--- src/rtl/porownanie_pkg.sv ---
// rtl/porownanie_pkg.sv - shared types and sizing helpers for the chunked comparator
package porownanie_pkg;

  typedef enum logic [2:0] {
    MODE_EQ    = 3'd0,
    MODE_NE    = 3'd1,
    MODE_LTU   = 3'd2,
    MODE_GTU   = 3'd3,
    MODE_LTS   = 3'd4,
    MODE_GTS   = 3'd5,
    MODE_GEU   = 3'd6,
    MODE_GTINV = 3'd7
  } cmp_mode_e;

  typedef enum logic [1:0] {
    ST_IDLE = 2'd0,
    ST_CMP  = 2'd1,
    ST_DONE = 2'd2
  } state_e;

  // Number of chunks the operand is split into.
  function automatic int calc_nchunk(input int bits, input int chunk);
    return bits / chunk;
  endfunction

  // Width of the chunk index; never below one bit so a single-chunk build still has a register.
  function automatic int idx_width(input int nchunk);
    int w;
    w = $clog2(nchunk);
    return (w < 1) ? 1 : w;
  endfunction

endpackage

--- src/rtl/porownanie_chunk.sv ---
// rtl/porownanie_chunk.sv - combinational unsigned compare of one chunk pair
module porownanie_chunk #(
  parameter int CHUNK = 8
) (
  input  logic [CHUNK-1:0] a,
  input  logic [CHUNK-1:0] b,
  output logic             gt,
  output logic             lt,
  output logic             eq
);

  // Plain magnitude compare; signed handling is done upstream by offset-binary encoding.
  always_comb begin
    gt = (a > b);
    lt = (a < b);
    eq = (a == b);
  end

endmodule

--- src/rtl/porownanie_sekw.sv ---
// rtl/porownanie_sekw.sv - sequential MSB-first multi-mode comparator with early exit
module porownanie_sekw
  import porownanie_pkg::*;
#(
  parameter int BITS  = 32,
  parameter int CHUNK = 8
) (
  input  logic            i_clk,
  input  logic            i_rst,
  input  logic            i_valid,
  output logic            o_ready,
  input  logic [BITS-1:0] i_arg_A,
  input  logic [BITS-1:0] i_arg_B,
  input  logic [2:0]      i_mode,
  output logic            o_valid,
  input  logic            i_res_ready,
  output logic            o_result
);

  localparam int NCHUNK = calc_nchunk(BITS, CHUNK);
  localparam int IW     = idx_width(NCHUNK);

  if (BITS % CHUNK != 0) begin : g_bad_width
    $error("porownanie_sekw: BITS must be a multiple of CHUNK");
  end

  state_e          state, state_n;
  logic [BITS-1:0] a_r, b_r;
  cmp_mode_e       mode_r;
  logic [IW-1:0]   idx;

  cmp_mode_e       mode_in;
  logic [BITS-1:0] a_in, b_in;
  logic [CHUNK-1:0] a_sel, b_sel;
  logic            c_gt, c_lt, c_eq;
  logic            accept, finish, res_n;

  assign o_ready = (state == ST_IDLE) && !i_rst;
  assign o_valid = (state == ST_DONE);
  assign accept  = i_valid && o_ready;
  assign finish  = (state == ST_CMP) && (!c_eq || (idx == '0));

  // Operand conditioning at accept: invert B for GTINV, flip sign bits for signed modes.
  always_comb begin
    mode_in = cmp_mode_e'(i_mode);
    a_in    = i_arg_A;
    b_in    = (mode_in == MODE_GTINV) ? ~i_arg_B : i_arg_B;
    if (mode_in == MODE_LTS || mode_in == MODE_GTS) begin
      a_in[BITS-1] = ~a_in[BITS-1];
      b_in[BITS-1] = ~b_in[BITS-1];
    end
  end

  // Select the chunk pair addressed by idx.
  always_comb begin
    a_sel = '0;
    b_sel = '0;
    for (int i = 0; i < NCHUNK; i++) begin
      if (idx == IW'(i)) begin
        a_sel = a_r[i*CHUNK +: CHUNK];
        b_sel = b_r[i*CHUNK +: CHUNK];
      end
    end
  end

  porownanie_chunk #(.CHUNK(CHUNK)) u_chunk (
    .a  (a_sel),
    .b  (b_sel),
    .gt (c_gt),
    .lt (c_lt),
    .eq (c_eq)
  );

  // Map the deciding chunk outcome to the requested mode; c_eq here means whole operands equal.
  always_comb begin
    res_n = 1'b0;
    case (mode_r)
      MODE_EQ:                        res_n = c_eq;
      MODE_NE:                        res_n = !c_eq;
      MODE_LTU, MODE_LTS:             res_n = c_lt;
      MODE_GTU, MODE_GTS, MODE_GTINV: res_n = c_gt;
      MODE_GEU:                       res_n = c_gt | c_eq;
      default:                        res_n = 1'b0;
    endcase
  end

  // Next-state logic.
  always_comb begin
    state_n = state;
    case (state)
      ST_IDLE: if (accept) state_n = ST_CMP;
      ST_CMP:  if (finish) state_n = ST_DONE;
      ST_DONE: if (i_res_ready) state_n = ST_IDLE;
      default: state_n = ST_IDLE;
    endcase
  end

  // State register.
  always_ff @(posedge i_clk) begin
    if (i_rst) state <= ST_IDLE;
    else       state <= state_n;
  end

  // Operand capture, chunk index walk and result register.
  always_ff @(posedge i_clk) begin
    if (i_rst) begin
      a_r      <= '0;
      b_r      <= '0;
      mode_r   <= MODE_EQ;
      idx      <= '0;
      o_result <= 1'b0;
    end else begin
      if (accept) begin
        a_r    <= a_in;
        b_r    <= b_in;
        mode_r <= mode_in;
        idx    <= IW'(NCHUNK - 1);
      end else if ((state == ST_CMP) && !finish) begin
        idx <= idx - IW'(1);
      end
      if (finish) o_result <= res_n;
    end
  end

endmodule

--- config.mk ---
export PLATFORM = sky130hd
export DESIGN_NAME = porownanie_sekw
export DESIGN_NICKNAME = d
export VERILOG_FILES = /design/src/rtl/porownanie_pkg.sv /design/src/rtl/porownanie_chunk.sv /design/src/rtl/porownanie_sekw.sv
export SDC_FILE = /design/constraint.sdc
export NUM_CORES = 1
export LEC_CHECK = 0
export ABC_CLOCK_PERIOD_IN_PS = 3700
export CAP_MARGIN = 10
export CORE_MARGIN = 2
export CORE_UTILIZATION = 45
export CTS_CLUSTER_DIAMETER = 150
export DETAILED_ROUTE_END_ITERATION = 7
export PLACE_DENSITY_LB_ADDON = 0.12
export SYNTH_ARGS = -nofsm -noshare
export SYNTH_HDL_FRONTEND = slang
export SYNTH_SLANG_ARGS = --single-unit
export TNS_END_PERCENT = 10
--- constraint.sdc ---
create_clock -name i_clk -period 3.7 [get_ports i_clk]
set_clock_uncertainty 0.05 [all_clocks]
set_input_delay 0.74 -clock i_clk [delete_from_list [all_inputs] [get_ports i_clk]]
set_output_delay 0.74 -clock i_clk [all_outputs]
set_load 0.1 [all_outputs]
* Word-level counts from Yosys, hierarchy flattened
Cells that the tools add are included.
Word-level totals: register bits 72, bits in latches 0, RAM bits 0, bits in read-only memories 0, bits of input ports 71, output and inout port bits 3, logic and storage cells 66, memories 0
Cells by class: $add $sub $neg 1, multipliers 0, div/mod/pow operators 0, magnitude comparators 2, eq/ne operators 19, shift-type cells 0, mux-type cells 18, bitwise logic cells 4, reduce and logical (&&, ||, !) cells 16
Operators with widths (number):
- $mux 8 | 8
- $mux 32 | 1
- $not 32->32 | 1
- $eq 3x3->1 const B | 7
- $mux 2 | 5
- $eq 8x8->1 | 1
- $gt 8x8->1 | 1
- $lt 8x8->1 | 1
- $eq 2x2->1 const B | 3
- $eq 3x2->1 const B | 2
- $pmux 2 s3 | 1
- $pmux 1 s5 | 1
- $eq 2x1->1 const B | 2
- $logic_and 1x1->1 | 4
- $logic_not 2->1 | 2
- $ne 2x2->1 const B | 2
- $eq 3x1->1 const B | 1
- $logic_not 1->1 | 3
- $logic_not 3->1 | 1
- $reduce_and 3->1 | 1
- $reduce_or 3->1 | 1
- $logic_or 1x1->1 | 2
- $mux 1 | 2
- $ne 2x1->1 const B | 1
- 5 further kinds | 6

* Logic depth before layout (Yosys ltp)
Gate-level depths: netlist of the first run.
depth in word-level cells 13, mapped depth 15, gate-level depth less buffers 13

* Modules after synthesis
From an unflattened synthesis of the first run, not the netlist that was laid out.
Unflattened totals: cells, all modules 472, area, all modules 3877.5 µm²
Modules (own cells, without submodules):
- porownanie_sekw | instances 1, cells each 443, area an instance 3652.3 µm², seq. area each 1441.4 µm²
- porownanie_chunk | instances 1, cells each 29, area an instance 225.2 µm², seq. area each 0.0 µm²

* Least setup slack after synthesis of the first run
No wires, ideal clock.
kind input to register, from in i_rst, to reg a_r[31], library setup time 134 ps, data arrival time 3873 ps, data required time 3516 ps, setup slack -358 ps, stages on the path 7, buffers on the path 4, cell sequence buf_6 > nor3_1 > and2_1 > buf_2 > buf_2 > buf_2 > a211oi_1
On the way: longest elaborated chain between the ends 3
Ends and longest elaborated chain:
- from (decl) | RTL line porownanie_sekw.sv:9 | input logic i_rst,
- $logic_not 1->1 | RTL line porownanie_sekw.sv:38 | assign o_ready = (state == ST_IDLE) && !i_rst;
- $logic_and 1x1->1 | RTL line porownanie_sekw.sv:38
- net o_ready | RTL line porownanie_sekw.sv:11 | output logic o_ready,
- $logic_and 1x1->1 | RTL line porownanie_sekw.sv:40 | assign accept = i_valid && o_ready;
- to (signal assigned) | RTL line porownanie_sekw.sv:114 | a_r <= a_in;
- to (decl) | RTL line porownanie_sekw.sv:28 | logic [BITS-1:0] a_r, b_r;
The timed path passes the listed nets, and every way through them passes these cells. A chain may end at the register's enable or synchronous reset.

* Worst setup path in the final report of the first run
from reg idx[0], to reg idx[1]
On the way: longest elaborated chain between the ends 12, elaborated cells on any way between the ends 22, classes of those cells add/sub: 1; eq/ne: 4; mux: 10; reduce/logical: 7
Ends and longest elaborated chain:
- from (decl) | RTL line porownanie_sekw.sv:30 | logic [IW-1:0] idx;
- from (signal assigned) | RTL line porownanie_sekw.sv:117 | idx <= IW'(NCHUNK - 1);
- from (signal assigned) | RTL line porownanie_sekw.sv:119 | idx <= idx - IW'(1);
- $logic_not 2->1 | RTL line porownanie_sekw.sv:41, porownanie_sekw.sv:59
- $mux 8 (4 in a row) | RTL line porownanie_sekw.sv:59 | if (idx == IW'(i)) begin
- $eq 8x8->1 | RTL line porownanie_chunk.sv:16 | eq = (a == b);
- $logic_not 1->1 | RTL line porownanie_sekw.sv:41 | assign finish = (state == ST_CMP) && (!c_eq || (idx == '0));
- $logic_or 1x1->1 | RTL line porownanie_sekw.sv:41
- $logic_and 1x1->1 | RTL line porownanie_sekw.sv:41
- $logic_not 1->1 | RTL line porownanie_sekw.sv:118 | end else if ((state == ST_CMP) && !finish) begin
- $logic_and 1x1->1 | RTL line porownanie_sekw.sv:118
- $reduce_bool 2->1 (no line)
Several ways; a longest one is shown, not always the timed one. The select of a mux whose other input is x is not followed.

==> reports/qor.tcl, run 1 <==
set qor(outcome) {completed}
set qor(synthCells) 464
set qor(antenna_violating_nets_post_route) 0
set qor(min_period_over_period_pct) 88.6
set qor(full_die_area_um2) 8730
set qor(postSynthNetCount) 547
set qor(rsz0062_at_grt) {no}
set qor(worstPathMaxFanout) 19
set qor(floorplan.initialDensity_pct) 46.6
set qor(max_freq_mhz) 305
set qor(synth_largest_area_cell) {sky130_fd_sc_hd__dfxtp_1}
set qor(synth-async-reset-ratio_pct) 0
set qor(coreArea_um2) 7730
set qor(yosys-top-cells-count) {sky130_fd_sc_hd__nand2_1, sky130_fd_sc_hd__a21oi_1, sky130_fd_sc_hd__dfxtp_1, sky130_fd_sc_hd__nor2_1}
set qor(final_setup_violation_count) 0
set qor(power.static_leakage_uw) 0.00165
set qor(final.setup.tns_ns) 0
set qor(worst_hold_path.endpoint) {a_r[17]}
set qor(grt_start_max_net_pins) 100
set qor(min_from) {a_r[17]}
set qor(drt-vias-per-instance) 5.15
set qor(first_global_vias) 2943
set qor(cts_num_sinks) 72
set qor(synth.ff_latch_count) 72
set qor(layout_min_cycle_time_ns) 3.28
set qor(clk_root_buffer_cell) {sky130_fd_sc_hd__clkbuf_8}
set qor(gp_congestion) 0.835
set qor(hold_class) {reg -> reg}
set qor(regToRegEndpoint) {idx[1]}
set qor(ys.warnings.count) 0
set qor(worst_skew_pair_later_pin_latency_ns) 0.35
set qor(synth_enable_flop_cells) 0
set qor(synth_sequential_area_ratio_pct) 40.1
set qor(final_max_slew_viol_count) 0
set qor(antenna-diode-count) 0
set qor(drt_pre_antenna_iters) 4
set qor(groute.layer.met1.usage_pct) 26.5
set qor(cts_tree) {yes}
set qor(cells_on_worst_hold_path) 2
set qor(boundaryPins) 74
set qor(postCtsSetupRepairBufs) 0
set qor(rr_worst_depth) 13
set qor(post_synth_instance_area_um2) 3600
set qor(place_ws_ns) 0.274
set qor(vias) 3216
set qor(post_synth_main_area_contributors) {sky130_fd_sc_hd__dfxtp_1, sky130_fd_sc_hd__a21oi_1, sky130_fd_sc_hd__nand2_1}
set qor(cts-buffers-inserted) 9
set qor(antenna_found_initial) 0
set qor(max-clock-path-buffers) 2
set qor(grt_util_all_layers_pct) 20.1
set qor(dieWidth_um) 93.4
set qor(yosys.area.top_type_share_pct) 40.1
set qor(crit_arrival_ns) 3.44
set qor(drc) 0
set qor(path_clk_slew_ns) 0.07
set qor(finalWirelength_um) 8390
set qor(worst-endpoint-required_ns) 3.86
set qor(nNetsFinal) 600
set qor(layout-drive-gt1-share_pct) 6.32
set qor(dpl_hpwl_um) 5890
set qor(busiest_layer) {met2}
set qor(reg2reg_setup_slack_ns) 0.42
set qor(critPathKind) {reg -> reg}
set qor(worst_pin_slew_ns) 0.959
set qor(gr-total-overflow) 0
set qor(timing.critical_path.to_type) {flop}
set qor(yosys.cell_count.top_type) {sky130_fd_sc_hd__nand2_1}
set qor(routing_usage_on_met2_pct) 31.4
set qor(r2r_start) {idx[0]}
set qor(dr.first_iter.drc_count) 104
set qor(area.growth.synth_to_final_pct) 28.2
set qor(worst_setup_path_start_kind) {flop}
set qor(post-route-worst-setup-slack_ns) 0.421
set qor(holdBufCountCts) 0
set qor(max_cap_viol_count) 0
set qor(report.final.hold_viol_count) 0
set qor(wire_per_inst_um) 13.4
set qor(syn_avg_cell_area_um2) 7.76
set qor(worst_rel_slew_slack_pct) 35.9
set qor(globalRouteMet3Util_pct) 5.48
set qor(powerDensity_nw_per_um2) 427
set qor(floorplan.rows) 32
set qor(netlist-cell-type-count) 34
set qor(maximum_vdd_drop_v) 0.000230
set qor(grt_pass1_wl_um) 13700
set qor(cts-htree-levels) 3
set qor(postSynth.topFlopCell) {sky130_fd_sc_hd__dfxtp_1}
set qor(place.port_buffers) 73
set qor(floorplan.die.height_um) 93.4
## worst max-delay path, cell delays in order (launching register included)
cell	delay (ns)
sky130_fd_sc_hd__dfxtp_1	0.35
sky130_fd_sc_hd__inv_1	0.09
sky130_fd_sc_hd__ha_1	0.56
sky130_fd_sc_hd__nand3b_1	0.16
sky130_fd_sc_hd__a21oi_1	0.27
sky130_fd_sc_hd__a21oi_1	0.07
sky130_fd_sc_hd__nor2_1	0.09
sky130_fd_sc_hd__a21oi_1	0.05
sky130_fd_sc_hd__ha_1	0.30
sky130_fd_sc_hd__nand4_1	0.20
sky130_fd_sc_hd__nor4_1	0.66
sky130_fd_sc_hd__nand2_1	0.10
sky130_fd_sc_hd__o21ai_0	0.09
sky130_fd_sc_hd__a21oi_1	0.09
## power breakdown
group	switching [uW]	internal [uW]
logic	207	176
clock network	292	435
registers	33.5	827
total	532	1440
## through the flow
stage	power [uW]	util (%)	cell area [um^2]	hold WS [ns]	cells
finish	1970	59.7	4610	0.406	624
global route	2070	59.7	4610	0.432	624
CTS	1980	59.7	4610	0.411	624
detailed placement	1260	56.6	4370	0.399	608
global placement	1250	56.6	4370	0.395	608
floorplan	1120	-	3600	0.386	464
## repair_timing
item                                    in CTS  in global routing
endpoints found under the hold margin        0                  0
endpoints found under the setup margin       0                  2
resized for setup                            0                  1
## routing by layer
metal | up-vias | wire length (um)
met5 | - | 0
met4 | 0 | 184
met3 | 17 | 395
met2 | 70 | 3730
met1 | 1441 | 4080
li1 | 1688 | -
## layout make-up
class	count	area, um^2
fillers	744	3110
multi-input cells	350	2000
flip-flops and latches	72	1440
repair buffers	79	791
clock buffers	12	165
well taps	102	128
clock inverters	4	75.1
inverters	5	18.8
## layout by cell type (no fill, tap or decap), types with 2 or more instances in the layout
master,Yosys,routed
sky130_fd_sc_hd__xor2_1,32,32
sky130_fd_sc_hd__buf_4,0,6
sky130_fd_sc_hd__nand3b_1,16,16
sky130_fd_sc_hd__nor2b_1,3,3
sky130_fd_sc_hd__a211oi_1,32,32
sky130_fd_sc_hd__nand2_1,96,96
sky130_fd_sc_hd__nor3_2,1,2
sky130_fd_sc_hd__nand2b_1,2,2
sky130_fd_sc_hd__buf_12,0,2
sky130_fd_sc_hd__nand4_1,2,2
sky130_fd_sc_hd__o211ai_1,2,2
sky130_fd_sc_hd__clkinvlp_4,0,2
sky130_fd_sc_hd__ha_1,12,11
sky130_fd_sc_hd__clkdlybuf4s50_1,0,70
sky130_fd_sc_hd__dfxtp_1,72,72
sky130_fd_sc_hd__xnor2_1,3,3
sky130_fd_sc_hd__inv_1,5,5
sky130_fd_sc_hd__nor2_1,40,40
sky130_fd_sc_hd__o21ai_0,12,12
sky130_fd_sc_hd__clkbuf_8,0,12
sky130_fd_sc_hd__a21oi_1,81,81
sky130_fd_sc_hd__bufinv_16,0,2
## cells by family (layout without fill, tap and decap cells)
family          count (synthesis)  count (layout)  synth area share (%)
fa+ha+maj                      13              13                  4.45
compound gates                131             131                  21.1
simple gates                  171             171                  21.0
buf+inv                        42             100                  4.87
xor+xnor                       35              35                  8.52
flops                          72              72                  40.1
## worst max path at each step
stage / start / endpoint / slack, ns / cells after the start
after floorplan: i_rst / a_r[31] / 0.60 / 7
after global placement: idx[0] / idx[1] / 0.44 / 11
after detailed placement: idx[1] / idx[1] / 0.27 / 12
after CTS: idx[1] / idx[1] / 0.29 / 12
after global routing: idx[0] / idx[1] / 0.04 / 12
final: idx[0] / idx[1] / 0.42 / 13
## state kept, by name, summed over array words and instances, names as in the netlist
| register | count |
|---|---|
| mode_r | 3 |
| state | 2 |
| o_result | 1 |
| idx | 2 |
| a_r | 32 |
| b_r | 32 |
(Power assumes the default switching activity.)
==> run 2, diff against run 1 <==
- DONT_BUFFER_PORTS: unset -> 1
==> run 2 against run 1 <==
  * Routed wire length is 0.99% lower
  * Clock-buffer cell count is 2 lower
  * Power is 14% lower
  * First-iteration DRC count is 8.7% higher
  * Sequential power is 0.9% higher
  * Largest cell class unchanged
==> reports/qor.tcl, run 2 (synthesis results as in run 1) <==
set qor(final_setup_violation_count) 0 ;# unchanged
set qor(clk_root_buffer_cell) {sky130_fd_sc_hd__clkbuf_8}
set qor(crit_arrival_ns) 3.49 ;# +0.05 ns
set qor(crit_buf_inv) 1 ;# unchanged
set qor(maximum_vdd_drop_v) 0.000189 ;# -18%
set qor(coreArea_um2) 7730 ;# unchanged
set qor(boundaryPins) 74 ;# unchanged
set qor(dpl_hpwl_um) 5740 ;# -2.7%
set qor(antenna_found_initial) 0 ;# unchanged
set qor(final.setup.tns_ns) 0 ;# unchanged
set qor(multi_input_comb_area_um2) 2000 ;# +0.44%
set qor(place.port_buffers) 0 ;# -100%
set qor(dr.first_iter.drc_count) 113 ;# +8.7%
set qor(worst_rel_slew_slack_pct) 25.9 ;# -10 points
set qor(floorplan.rows) 32 ;# unchanged
set qor(layout_common_cells) {sky130_fd_sc_hd__nand2_1, sky130_fd_sc_hd__a21oi_1, sky130_fd_sc_hd__dfxtp_1, sky130_fd_sc_hd__nor2_1}
set qor(grt_pass1_wl_um) 13700 ;# +0.10%
set qor(power.static_leakage_uw) 0.00133 ;# -19%
set qor(post_cts_resize_count) 0 ;# unchanged
set qor(reg2reg_setup_slack_ns) 0.37 ;# -0.05 ns
set qor(hold_class) {reg -> reg}
set qor(dieWidth_um) 93.4 ;# unchanged
set qor(regToRegEndpoint) {idx[1]}
set qor(rsz0062_at_grt) {no}
set qor(hold_slack_ns) 0.405 ;# -0.000957 ns
set qor(crit_slowest_cell) {sky130_fd_sc_hd__nor4_1}
set qor(layout-drive-gt1-share_pct) 6.90 ;# +0.58 points
set qor(postCtsSetupRepairBufs) 0 ;# unchanged
set qor(vias) 2952 ;# -8.2%
set qor(floorplan.initialDensity_pct) 46.6 ;# unchanged
set qor(crit_path_frequent_cell) {sky130_fd_sc_hd__a21oi_1}
set qor(antenna_violating_nets_post_route) 0 ;# unchanged
set qor(nNetsFinal) 527 ;# -12%
set qor(cells_on_worst_hold_path) 2 ;# unchanged
set qor(grt_util_all_layers_pct) 20.4 ;# +0.25 points
set qor(cts-buffers-inserted) 9 ;# unchanged
set qor(worst_hold_path.endpoint) {a_r[27]}
set qor(rr_worst_depth) 13 ;# unchanged
set qor(cts_tree) {yes}
set qor(powerDensity_nw_per_um2) 445 ;# +4.2%
set qor(gr-total-overflow) 0 ;# unchanged
set qor(max-clock-path-buffers) 2 ;# unchanged
set qor(antenna-diode-count) 0 ;# unchanged
set qor(sequential_cell_area_um2) 1440 ;# unchanged
set qor(timing.critical_path.to_type) {flop}
set qor(path_clk_slew_ns) 0.08 ;# about the same
set qor(fillers) 792 ;# +6.5%
set qor(critPathKind) {reg -> reg}
set qor(grt_start_max_net_pins) 100 ;# unchanged
set qor(outcome) {completed}
set qor(full_die_area_um2) 8730 ;# unchanged
set qor(finalWirelength_um) 8300 ;# -0.99%
set qor(max_cap_viol_count) 0 ;# unchanged
set qor(stdcell_area_um2) 3820 ;# -17%
set qor(cts-htree-levels) 3 ;# unchanged
set qor(mostFrequentLayoutCell) {sky130_fd_sc_hd__nand2_1}
set qor(timing.critical_path.from) {idx[0]}
set qor(drt_pre_antenna_iters) 4 ;# unchanged
set qor(min_period_over_period_pct) 90.0 ;# +1.4 points
set qor(postPlaceCellArea_um2) 3650 ;# -17%
set qor(worstPathMaxFanout) 19 ;# unchanged
set qor(holdBufCountCts) 0 ;# unchanged
set qor(report.final.hold_viol_count) 0 ;# unchanged
set qor(final_max_slew_viol_count) 0 ;# unchanged
set qor(min_from) {a_r[27]}
set qor(drt-vias-per-instance) 5.36 ;# +4.0%
set qor(dp_cells) 535 ;# -12%
set qor(drc) 0 ;# unchanged
set qor(critPathMaxStageDelay_ns) 0.64 ;# -0.02 ns
set qor(wire_per_inst_um) 15.1 ;# +12%
set qor(cp_cell_sequence) {inv_1 -> ha_1 -> nand3b_1 -> a21oi_1 -> a21oi_1 -> nor2_1 -> a21oi_1 -> ha_1 -> nand4_1 -> nor4_1 -> nand2_1 -> o21ai_0 -> a21oi_1}
set qor(first_global_vias) 2903 ;# -1.4%
set qor(cts_num_sinks) 72 ;# unchanged
set qor(worst_pin_slew_ns) 1.11 ;# +0.148 ns
set qor(final_cell_count_no_fill) 551 ;# -12%
set qor(max_freq_mhz) 300 ;# -1.5%
set qor(floorplan.die.height_um) 93.4 ;# unchanged
set qor(r2r_start) {idx[0]}
set qor(layout_min_cycle_time_ns) 3.33 ;# +0.0513 ns
set qor(worst-endpoint-required_ns) 3.86 ;# about the same
set qor(largestRegisters) {a_r (32), b_r (32), mode_r (3)}
set qor(critical-path-top-delay-family) {simple AND/OR/NAND/NOR gates}
set qor(gp_congestion) 0.857 ;# +2.6%
set qor(area.growth.synth_to_final_pct) 6.22
set qor(worst_setup_path_start_kind) {flop}
set qor(worst_skew_pair_later_pin_latency_ns) 0.35 ;# about the same
==> run 2: cell count changes in the layout (fill, tap and decap cells not counted) <==
cell | before | now
sky130_fd_sc_hd__nor2b_2 | 0 | 1
sky130_fd_sc_hd__clkdlybuf4s50_1 | 70 | 0
sky130_fd_sc_hd__nor3_4 | 0 | 1
sky130_fd_sc_hd__clkinv_2 | 0 | 4
sky130_fd_sc_hd__buf_4 | 6 | 5
sky130_fd_sc_hd__buf_2 | 1 | 0
sky130_fd_sc_hd__bufinv_16 | 2 | 0
sky130_fd_sc_hd__clkbuf_8 | 12 | 10
sky130_fd_sc_hd__nor2b_1 | 3 | 2
sky130_fd_sc_hd__nor3_2 | 2 | 1
sky130_fd_sc_hd__buf_12 | 2 | 1
==> run 2: worst register-to-register path: stages, from the launching register on <==
cell	delay (ns)
sky130_fd_sc_hd__dfxtp_1	0.36
sky130_fd_sc_hd__inv_1	0.10
sky130_fd_sc_hd__ha_1	0.60
sky130_fd_sc_hd__nand3b_1	0.16
sky130_fd_sc_hd__a21oi_1	0.23
sky130_fd_sc_hd__a21oi_1	0.06
sky130_fd_sc_hd__nor2_1	0.10
sky130_fd_sc_hd__a21oi_1	0.06
sky130_fd_sc_hd__ha_1	0.34
sky130_fd_sc_hd__nand4_1	0.19
sky130_fd_sc_hd__nor4_1	0.64
sky130_fd_sc_hd__nand2_1	0.10
sky130_fd_sc_hd__o21ai_0	0.10
sky130_fd_sc_hd__a21oi_1	0.09
==> run 2: power breakdown <==
group / internal, uW / switching (uW) / leakage [uW] / total, uW
logic: 109 / 174 / 0.000654 / 284
clock network: 256 / 291 / 0.0000878 / 547
registers: 827 / 41.8 / 0.000590 / 869
total: 1190 / 507 / 0.00133 / 1700
==> run 2: worst max path at each step <==
stage              end  slack (ns)  cells after the start
4_1_cts         idx[1]        0.29                     11
3_3_place_gp    idx[1]        0.39                     11
6_report        idx[1]        0.37                     13
5_1_grt         idx[1]       0.003                     13
2_1_floorplan  a_r[31]        0.60                      7
3_5_place_dp    idx[1]        0.30                     12
==> run 2: final cells by class <==
type,instances,area share (%)
tap,102,3.34
clock inverter,6,0.917
timing repair buffer,6,1.51
clock buffer,10,3.60
multi-input combinational,350,52.4
inverter,5,0.491
sequential,72,37.7
==> run 2: metal layers <==
metal	GRT usage (%)	vias to the layer above	share of wire (%)
met2	33.3	63	46
met5	0	-	0
li1	-	1539	-
met1	26.0	1340	47
met4	7.11	0	1.5
met3	5.32	10	5.2
==> run 2: metrics by stage <==
| step | util, % | power (uW) | setup WS, ns |
|---|---|---|---|
| floorplan | - | 1120 | 0.603 |
| global placement | 47.2 | 1160 | 0.390 |
| detailed placement | 47.2 | 1170 | 0.305 |
| CTS | 49.4 | 1720 | 0.288 |
| global route | 49.5 | 1800 | 0.00319 |
| finish | 49.5 | 1700 | 0.370 |
